--- src/rtl/ham_seq_unit_if.sv ---
// Handshake bundle between the execute stage and the Hamming-weight unit.
// Handshake: the master raises start with op_a valid and keeps it high until
// it sees busy=0 at the accepting edge; the unit samples op_a only on the
// edge where it accepts (idle, start=1, flush=0). Completion is signalled by
// done, a single-cycle pulse with result valid in that same cycle. flush is a
// synchronous abort that beats start and suppresses any pending done.
interface ham_seq_unit_if #(
  parameter int DATA_W = 32
);
  logic              start;
  logic              flush;
  logic [DATA_W-1:0] op_a;
  logic              busy;
  logic              done;
  logic [DATA_W-1:0] result;

  modport master (
    output start,
    output flush,
    output op_a,
    input  busy,
    input  done,
    input  result
  );

  modport slave (
    input  start,
    input  flush,
    input  op_a,
    output busy,
    output done,
    output result
  );
endinterface

--- src/rtl/ham_seq_unit.sv ---
// Multi-cycle popcount unit: counts SLICE_W operand bits per cycle and
// returns a zero-extended count.
// Optional feature macro: HAM_EARLY_EXIT_EN -- finish as soon as the
// remaining shifted operand is all zero instead of always running NSLICE
// count cycles.
module ham_seq_unit #(
  parameter int DATA_W  = 32,
  parameter int SLICE_W = 8
) (
  input  logic                clk,
  input  logic                rst_n,
  ham_seq_unit_if.slave       bus,
  output logic [1:0]          dbg_state_o
);

  localparam int NSLICE = DATA_W / SLICE_W;
  localparam int ACC_W  = $clog2(DATA_W + 1);
  localparam int CNT_W  = $clog2(NSLICE + 1);

  typedef enum logic [1:0] {
    S_IDLE  = 2'd0,
    S_COUNT = 2'd1,
    S_DONE  = 2'd2
  } state_t;

  state_t              state_q, state_d;
  logic [DATA_W-1:0]   shreg_q, shreg_d;
  logic [ACC_W-1:0]    acc_q, acc_d;
  logic [CNT_W-1:0]    cnt_q, cnt_d;
  logic [ACC_W-1:0]    result_q, result_d;
  logic                busy_q, busy_d;
  logic                done_q, done_d;

  logic [ACC_W-1:0]    slice_pop;
  logic [ACC_W-1:0]    acc_sum;
  logic [DATA_W-1:0]   shreg_nxt;
  logic                last_slice;

  function automatic logic [ACC_W-1:0] slice_popcount(input logic [SLICE_W-1:0] s);
    logic [ACC_W-1:0] c;
    c = '0;
    for (int i = 0; i < SLICE_W; i++) begin
      c = c + {{(ACC_W-1){1'b0}}, s[i]};
    end
    return c;
  endfunction

  // Datapath for one count step: popcount of the low slice and the shifted operand.
  always_comb begin
    slice_pop = slice_popcount(shreg_q[SLICE_W-1:0]);
    acc_sum   = acc_q + slice_pop;
    shreg_nxt = shreg_q >> SLICE_W;
`ifdef HAM_EARLY_EXIT_EN
    last_slice = (cnt_q == CNT_W'(1)) || (shreg_nxt == '0);
`else
    last_slice = (cnt_q == CNT_W'(1));
`endif
  end

  // Next-state and register-next logic; flush overrides everything except result.
  always_comb begin
    state_d  = state_q;
    shreg_d  = shreg_q;
    acc_d    = acc_q;
    cnt_d    = cnt_q;
    result_d = result_q;

    case (state_q)
      S_IDLE: begin
        if (bus.start && !bus.flush) begin
          shreg_d = bus.op_a;
          acc_d   = '0;
          cnt_d   = CNT_W'(NSLICE);
          state_d = S_COUNT;
        end
      end
      S_COUNT: begin
        acc_d   = acc_sum;
        shreg_d = shreg_nxt;
        cnt_d   = cnt_q - CNT_W'(1);
        if (last_slice) begin
          result_d = acc_sum;
          state_d  = S_DONE;
        end
      end
      S_DONE: begin
        state_d = S_IDLE;
      end
      default: begin
        state_d = S_IDLE;
      end
    endcase

    if (bus.flush) begin
      state_d  = S_IDLE;
      result_d = result_q;
    end

    busy_d = (state_d != S_IDLE);
    done_d = (state_d == S_DONE);
  end

  // State and datapath registers; reset discards any operation in flight.
  always_ff @(posedge clk or negedge rst_n) begin
    if (!rst_n) begin
      state_q  <= S_IDLE;
      shreg_q  <= '0;
      acc_q    <= '0;
      cnt_q    <= '0;
      result_q <= '0;
      busy_q   <= 1'b0;
      done_q   <= 1'b0;
    end else begin
      state_q  <= state_d;
      shreg_q  <= shreg_d;
      acc_q    <= acc_d;
      cnt_q    <= cnt_d;
      result_q <= result_d;
      busy_q   <= busy_d;
      done_q   <= done_d;
    end
  end

  assign bus.busy    = busy_q;
  assign bus.done    = done_q;
  assign bus.result  = {{(DATA_W-ACC_W){1'b0}}, result_q};
  assign dbg_state_o = state_q;

endmodule
--- src/flat_wrapper.sv ---
// flat-port wrapper written by rule: the top's interface ports become plain ports
module ham_seq_unit_flat 
#(
  parameter int DATA_W  = 32,
  parameter int SLICE_W = 8
)
  (clk, rst_n, dbg_state_o, bus_start, bus_flush, bus_op_a, bus_busy, bus_done, bus_result);
  ham_seq_unit_if #(.DATA_W(DATA_W)) bus_i ();
  input  logic clk;
  input  logic rst_n;
  output logic [1:0] dbg_state_o;
  input wire logic [$bits(bus_i.start)-1:0] bus_start;
  input wire logic [$bits(bus_i.flush)-1:0] bus_flush;
  input wire logic [$bits(bus_i.op_a)-1:0] bus_op_a;
  output wire logic [$bits(bus_i.busy)-1:0] bus_busy;
  output wire logic [$bits(bus_i.done)-1:0] bus_done;
  output wire logic [$bits(bus_i.result)-1:0] bus_result;
  assign bus_i.start = bus_start;
  assign bus_i.flush = bus_flush;
  assign bus_i.op_a = bus_op_a;
  assign bus_busy = bus_i.busy;
  assign bus_done = bus_i.done;
  assign bus_result = bus_i.result;
  ham_seq_unit #(.DATA_W(DATA_W), .SLICE_W(SLICE_W)) u_core (.clk(clk), .rst_n(rst_n), .bus(bus_i), .dbg_state_o(dbg_state_o));
endmodule
--- config.mk ---
export PLATFORM = sky130hd
export DESIGN_NAME = ham_seq_unit_flat
export DESIGN_NICKNAME = d
export VERILOG_FILES = /design/src/rtl/ham_seq_unit_if.sv /design/src/rtl/ham_seq_unit.sv /design/src/flat_wrapper.sv
export SDC_FILE = /design/constraint.sdc
export NUM_CORES = 1
export LEC_CHECK = 0
export CAP_MARGIN = 5
export CORE_MARGIN = 4
export CORE_UTILIZATION = 26
export DETAILED_ROUTE_END_ITERATION = 12
export HOLD_SLACK_MARGIN = 0.02
export PLACE_DENSITY_LB_ADDON = 0.12
export SYNTH_ARGS = -nofsm -noshare
export SYNTH_HDL_FRONTEND = slang
export SYNTH_SLANG_ARGS = --single-unit
--- constraint.sdc ---
create_clock -name clk -period 3 [get_ports clk]
set_input_delay 0.6 -clock clk [delete_from_list [all_inputs] [get_ports clk]]
set_output_delay 0.6 -clock clk [all_outputs]
set_load 0.01 [all_outputs]
==> results of run 1 <==
==> metal layers <==
layer / share of wire [%] / wire, um / global-route usage (%)
met5: 0 / 0 / 0
met4: 1.2 / 74 / 2.956
met3: 4.1 / 250 / 1.965
met2: 46 / 2766 / 15.86
met1: 49 / 2969 / 14.04
==> cells in the final DEF, fill, tap and decap left out, drive strengths merged <==
cell type / netlist / routed
a211o: 1 / 1
a21boi: 1 / 1
a21o: 3 / 3
a21oi: 9 / 9
and3: 2 / 2
buf: 34 / 11
clkbuf: 7 / 5
clkdlybuf4s50: 0 / 44
clkinv: 0 / 2
conb: 1 / 26
dfrtp: 51 / 51
fa: 4 / 4
ha: 14 / 14
inv: 18 / 19
mux2i: 19 / 19
nand2: 54 / 54
nand2b: 2 / 2
nand3: 1 / 1
nand4: 2 / 2
nor2: 6 / 6
nor2b: 2 / 2
nor3b: 1 / 1
nor4b: 1 / 1
o21ai: 38 / 38
o21bai: 1 / 1
o22a: 1 / 1
o22ai: 4 / 4
o31ai: 2 / 2
o32ai: 1 / 1
or2: 1 / 1
or3: 2 / 2
xor2: 2 / 2
==> power by group through the flow <==
| stage | Sequential, uW | Clock (uW) | Combinational, uW |
|---|---|---|---|
| 2_1_floorplan | 1080 | 0 | 1140 |
| 3_3_place_gp | 1090 | 0 | 1630 |
| 3_5_place_dp | 1090 | 0 | 1680 |
| 4_1_cts | 1080 | 458 | 2000 |
| 5_1_grt | 1110 | 477 | 2310 |
| 6_report | 1080 | 433 | 2010 |
==> worst max-delay path by stage <==
stage	from	endpoint	cells after the start
3_5_place_dp	u_core.shreg_q[0]	u_core.acc_q[4]	13
4_1_cts	u_core.shreg_q[0]	u_core.result_q[4]	13
2_1_floorplan	u_core.shreg_q[0]	u_core.acc_q[4]	13
3_3_place_gp	u_core.shreg_q[0]	u_core.acc_q[4]	13
5_1_grt	u_core.shreg_q[1]	u_core.acc_q[4]	13
6_report	u_core.shreg_q[0]	u_core.acc_q[4]	13
==> per-stage QoR <==
| stage | TNS [ps] | utilization, % | worst slack (ps) | area, um^2 | hold slack, ps |
|---|---|---|---|---|---|
| global route | -3872 | 33.46 | -521.7 | 3455 | 245.7 |
| finish | -2301 | 33.46 | -353.2 | 3455 | 222.8 |
| floorplan | -405.5 | - | -217.8 | 2841 | 304.4 |
| detailed placement | -2054 | 31.69 | -436.4 | 3272 | 471.6 |
| CTS | -2335 | 33.14 | -380.6 | 3421 | 230.6 |
| global placement | -1415 | 31.69 | -321.5 | 3272 | 468.0 |
==> cell type report <==
| cell class | count | area [um^2] | area share [%] |
|---|---|---|---|
| Multi-Input combinational cell | 200 | 1306 | 37.81 |
| Sequential cell | 51 | 1276 | 36.94 |
| Timing Repair Buffer | 55 | 536.8 | 15.54 |
| Tap cell | 136 | 170.2 | 4.926 |
| Clock buffer | 5 | 68.82 | 1.992 |
| Inverter | 18 | 67.56 | 1.956 |
| Clock inverter | 3 | 28.78 | 0.8330 |
==> registers in the layout (all words and copies together), names as in the netlist <==
register	count
u_core.shreg_q	32
u_core.acc_q	6
u_core.result_q	6
u_core.cnt_q	3
u_core.dbg_state_o	2
u_core.bus.busy	1
u_core.bus.done	1
==> kinds of logic after synthesis <==
family | synth area share, %
AOI/OAI and AO/OA | 12.35
xor gates and xnor gates | 0.6382
adders and majority gates | 9.298
buffers and inverters | 12.44
DFF | 46.49
muxes | 6.928
other | 0.1366
and+or+nand+nor | 11.71
==> timing repair <==
action	4_1_cts	5_1_grt
gates resized for setup	10	7
pin swaps	9	9
endpoints found under the setup margin	10	10
buffers inserted	2	0
==> results.md, run 1 <==
* Static Leak at 0.001572 uW
* Initial antenna violation count at 0
* CP Capture Type: flip-flop
* Core area at 10320 um^2
* Hold-fix buffer count after cts at 0
* Most common flop cell mapped by yosys: dfrtp_1
* DR iter-0 viols at 58
* Final global-route overflow total at 0
* IO buf count at 45
* Type of origin of the critical path: flip-flop
* Vias per inst at 4.162
* Reg2Reg Depth at 13
* Die Span X at 110.8 um
* Total CTS buffers at 5
* Seq cells post-synth at 51
* First-pass GRT wire length at 10.17 mm
* Outcome: finished, violations left
* Clk_lat worst skew at 320 ps
* Post-route ant nets at 0
* Area contributors post-synth: dfrtp_1, buf_4, nand2_1
* Worst Max-Slew Pin Slew at 723.7 ps
* Number of nets at the end of the flow at 385
* CTS tree: done
* Detail Placement HPWL at 4.282 mm
* Crit path time final at 3353 ps
* RSZ-0062 raised after global routing: true
* Sw Ratio at 39.81%
* Combinational power share at 57.2%
* End of the worst register-to-register path: u_core.acc_q[4]
* Final setup margin at -353.2 ps
* CP max FO at 2
* Most common cell in the netlist: nand2_1
* DRC viols at 0
* Top cells by count, synth: nand2_1, dfrtp_1, buf_4, o21ai_1, mux2i_1
* CP Data Arrival Time at 3580 ps
* Critical path type: reg2reg
* FILL cells at 1088
* Yosys warning count at 0
* Layout cells sized above 1 at 10.84%
* Max VDD drop at 0.0004305 V
* Netlist Area Pre-Place at 2745 um^2
* Period utilization at 111.8%
* Crit Reg-Reg Startpoint: u_core.shreg_q[0]
* Rel. slew slack at 51.65%
* Reg power frac at 30.5%
* Synthesized instance count at 285
* Synth-to-Final Area Change at 25.84%
* Max cap viols at 0
* Row count at 37
* CTS sink cnt at 51
* Failing checks: negative setup slack
* Worst Path Required at 3220 ps
* Clk buf depth at 2
* Synth cell types at 33
* Global Route Usage Sum at 10.08%
* R2R setup slack at -350 ps
* Post-route insts no fill at 468
* Routed WL at 6.060 mm
* DR vias at 1948
* Top cell type's share of synthesized area at 46.49%
* Clock share of power at 12.3%
* Pint at 2121 uW
* Ports at 72
* Clk slew on worst S/H paths at 110 ps
* WL/cell at 12.95 um
* Placed Instances at 458
* Layout Skew at 18.25 ps
* Buf/Inv on CP at 3
* Final setup fails at 10
* Register area share after synthesis at 46.49%
* Initial Util at 26.59%
* Critical path, cell by cell: ha_1 > inv_1 > fa_1 > fa_1 > fa_2 > inv_2 > ha_4 > inv_2 > fa_2 > nor2b_2 > o21ai_2 > nor3b_4 > o32ai_2
* H-tree levels at 2
* F_max at 298.2 MHz
* Slowest cell on the critical path: fa_1
* RePlAce Congestion at 0.7413
* Fin. max-slew vios at 0
* Vias in the first global route at 1998
* Top delay family on crit path: adder cells
* Pwr dens at 1020 nW/um^2
* Fin. Hold Viols at 0
* Drt pass-1 iters at 4
* Max incr delay on CP at 510 ps
* Die area at 12270 um^2
* Switch Pwr at 1403 uW
* Syn_area_per_cell at 9.632 um^2
* Post-synth top area cell: dfrtp_1
* Pin count of the biggest net entering global routing at 57
* Ant. Diodes at 0
* Worst min path class: in2async
* Post-synth EDFFs at 0
* Die Y at 110.8 um
* Post-synthesis async set-or-reset flop share at 100.0%
* CTS root buf: clkbuf_8
* Final Total Pwr at 3524 uW
No activity file was read; power rests on OpenSTA's default activity.
==> inputs of run 2 (changes only) <==
clock period = 4.2 ns   (was 3 ns; I/O delays follow)
==> results.md, run 2 (synthesis gave the netlist of run 1 again) <==
* Period utilization at 83.57%
* DR vias at 1887
* Max VDD drop at 0.0003116 V
* Clock share of power at 13.9%
* Global Route Usage Sum at 9.709%
* DRC viols at 0
* Buf/Inv on CP at 3
* Sw Ratio at 40.26%
* Most common cell after layout, fill and taps aside: nand2_1
* Pre-CTS WS at 686.6 ps
* Pwr dens at 653.3 nW/um^2
* CTS tree: done
* Ports at 72
* Layout Skew at 6.755 ps
* Detail Placement HPWL at 4.066 mm
* Critical path, cell by cell: ha_1 > inv_1 > fa_1 > fa_1 > fa_1 > inv_1 > ha_1 > inv_1 > fa_1 > nor2b_1 > o21ai_0 > a21boi_0 > o32ai_1
* Final global-route overflow total at 0
* Vias in the first global route at 1951
* Number of nets at the end of the flow at 377
* RSZ-0062 raised after global routing: false
* Type of origin of the critical path: flip-flop
* Switch Pwr at 869.6 uW
* DR iter-0 viols at 75
* Die Y at 110.8 um
* Clk_lat worst skew at 310 ps
* Crit Reg-Reg Startpoint: u_core.shreg_q[0]
* H-tree levels at 2
* Crit path time final at 3510 ps
* Fin. Hold Viols at 0
* Final setup margin at 690.3 ps
* First-pass GRT wire length at 9.763 mm
* Cell mode on critical path: fa_1
* Row count at 37
* Routed WL at 5.943 mm
* CP Data Arrival Time at 3680 ps
* Worst Path Required at 4370 ps
* Final setup fails at 0
* Fin. max-slew vios at 0
* Slowest cell on the critical path: fa_1
* Rel. slew slack at 24.30%
* CTS sink cnt at 51
* End of the worst register-to-register path: u_core.acc_q[4]
* Largest regs: u_core.shreg_q: 32 flops, u_core.acc_q: 6 flops, u_core.result_q: 6 flops
* Initial Util at 26.59%
* Reg power frac at 35.4%
* R2R setup slack at 690 ps
* Most frequent cells in the layout: nand2_1, dfrtp_1, clkdlybuf4s50_1, o21ai_1, conb_1
* Top delay family on crit path: adder cells
* Postcts setup bufs at 0
* WL/cell at 12.92 um
* Static Leak at 0.001513 uW
* CTS root buf: clkbuf_8
* Post-route ant nets at 0
* Die Span X at 110.8 um
* Reg2Reg Depth at 13
* CP max FO at 2
* Drt pass-1 iters at 4
* Hold-fix buffer count after cts at 0
* Die area at 12270 um^2
* Max incr delay on CP at 510 ps
* Clk buf depth at 2
* F_max at 284.9 MHz
* Worst min path class: in2async
* Core area at 10320 um^2
* Outcome: complete, no violations
* Largest Register: u_core.shreg_q
* Pin count of the biggest net entering global routing at 57
* CP Capture Type: flip-flop
* Final TNS setup at 0 ps
* Worst Max-Slew Pin Slew at 1133 ps
* Number of flip-flops in the largest register at 32
* RePlAce Congestion at 0.7360
* Synth-to-Final Area Change at 20.42%
* Layout cells sized above 1 at 4.321%
* Clk slew on worst S/H paths at 100 ps
* Initial antenna violation count at 0
* Max cap viols at 0
* Vias per inst at 4.102
* Pint at 1290 uW
* Post-CTS resize count at 0
* Post-layout util at 32.02%
* Total CTS buffers at 5
* Critical path type: reg2reg
* Combinational power share at 50.7%
* IO buf count at 45
* Ant. Diodes at 0
==> run 2: cell count changes in the layout (fill, tap and decap cells not counted), moves of 2 or more <==
cell and delta:
inv_2 -2, buf_4 -6, inv_1 +2, fa_1 +2
fa_2 -2
==> run 2: cell type report <==
| type | instances | area (um^2) |
|---|---|---|
| Clock inverter | 3 | 25.02 |
| Inverter | 18 | 67.56 |
| Clock buffer | 5 | 68.82 |
| Tap cell | 136 | 170.2 |
| Timing Repair Buffer | 47 | 460.4 |
| Multi-Input combinational cell | 200 | 1237 |
| Fill cell | 1105 | 7018 |
| Sequential cell | 51 | 1276 |
==> run 2: worst max-delay path by stage <==
stage / startpoint / to / slack (ps) / cells past startpoint
floorplan: u_core.shreg_q[0] / u_core.acc_q[4] / 910 / 13
global placement: u_core.shreg_q[0] / u_core.acc_q[4] / 730 / 13
detailed placement: u_core.shreg_q[0] / u_core.acc_q[4] / 690 / 13
CTS: u_core.shreg_q[0] / u_core.acc_q[4] / 670 / 13
global route: u_core.shreg_q[0] / u_core.acc_q[4] / 550 / 13
finish: u_core.shreg_q[0] / u_core.acc_q[4] / 690 / 13
==> run 2: metal layers <==
layer / GRT usage (%) / vias to the layer above / routed length [um]
li1: - / 966 / -
met1: 14.28 / 866 / 3031
met2: 14.04 / 48 / 2568
met3: 1.965 / 7 / 262
met4: 3.448 / 0 / 80
met5: 0 / - / 0
==> run 2: stage by stage <==
| stage | cells | instance area [um^2] | hold slack [ps] | total power [uW] |
|---|---|---|---|---|
| global placement | 452 | 3212 | 465.2 | 1887 |
| CTS | 460 | 3306 | 473.7 | 2210 |
| detailed placement | 452 | 3212 | 471.6 | 1891 |
| floorplan | 310 | 2839 | 454.9 | 1570 |
| global route | 460 | 3306 | 496.9 | 2408 |
| finish | 460 | 3306 | 475.0 | 2160 |
==> run 2: power groups by stage <==
stage,combinational (uW),clock [uW],sequential (uW)
after floorplan,802,0,769
after global placement,1110,0,775
after detailed placement,1110,0,777
after CTS,1120,318,768
after global routing,1280,336,790
final,1090,301,764
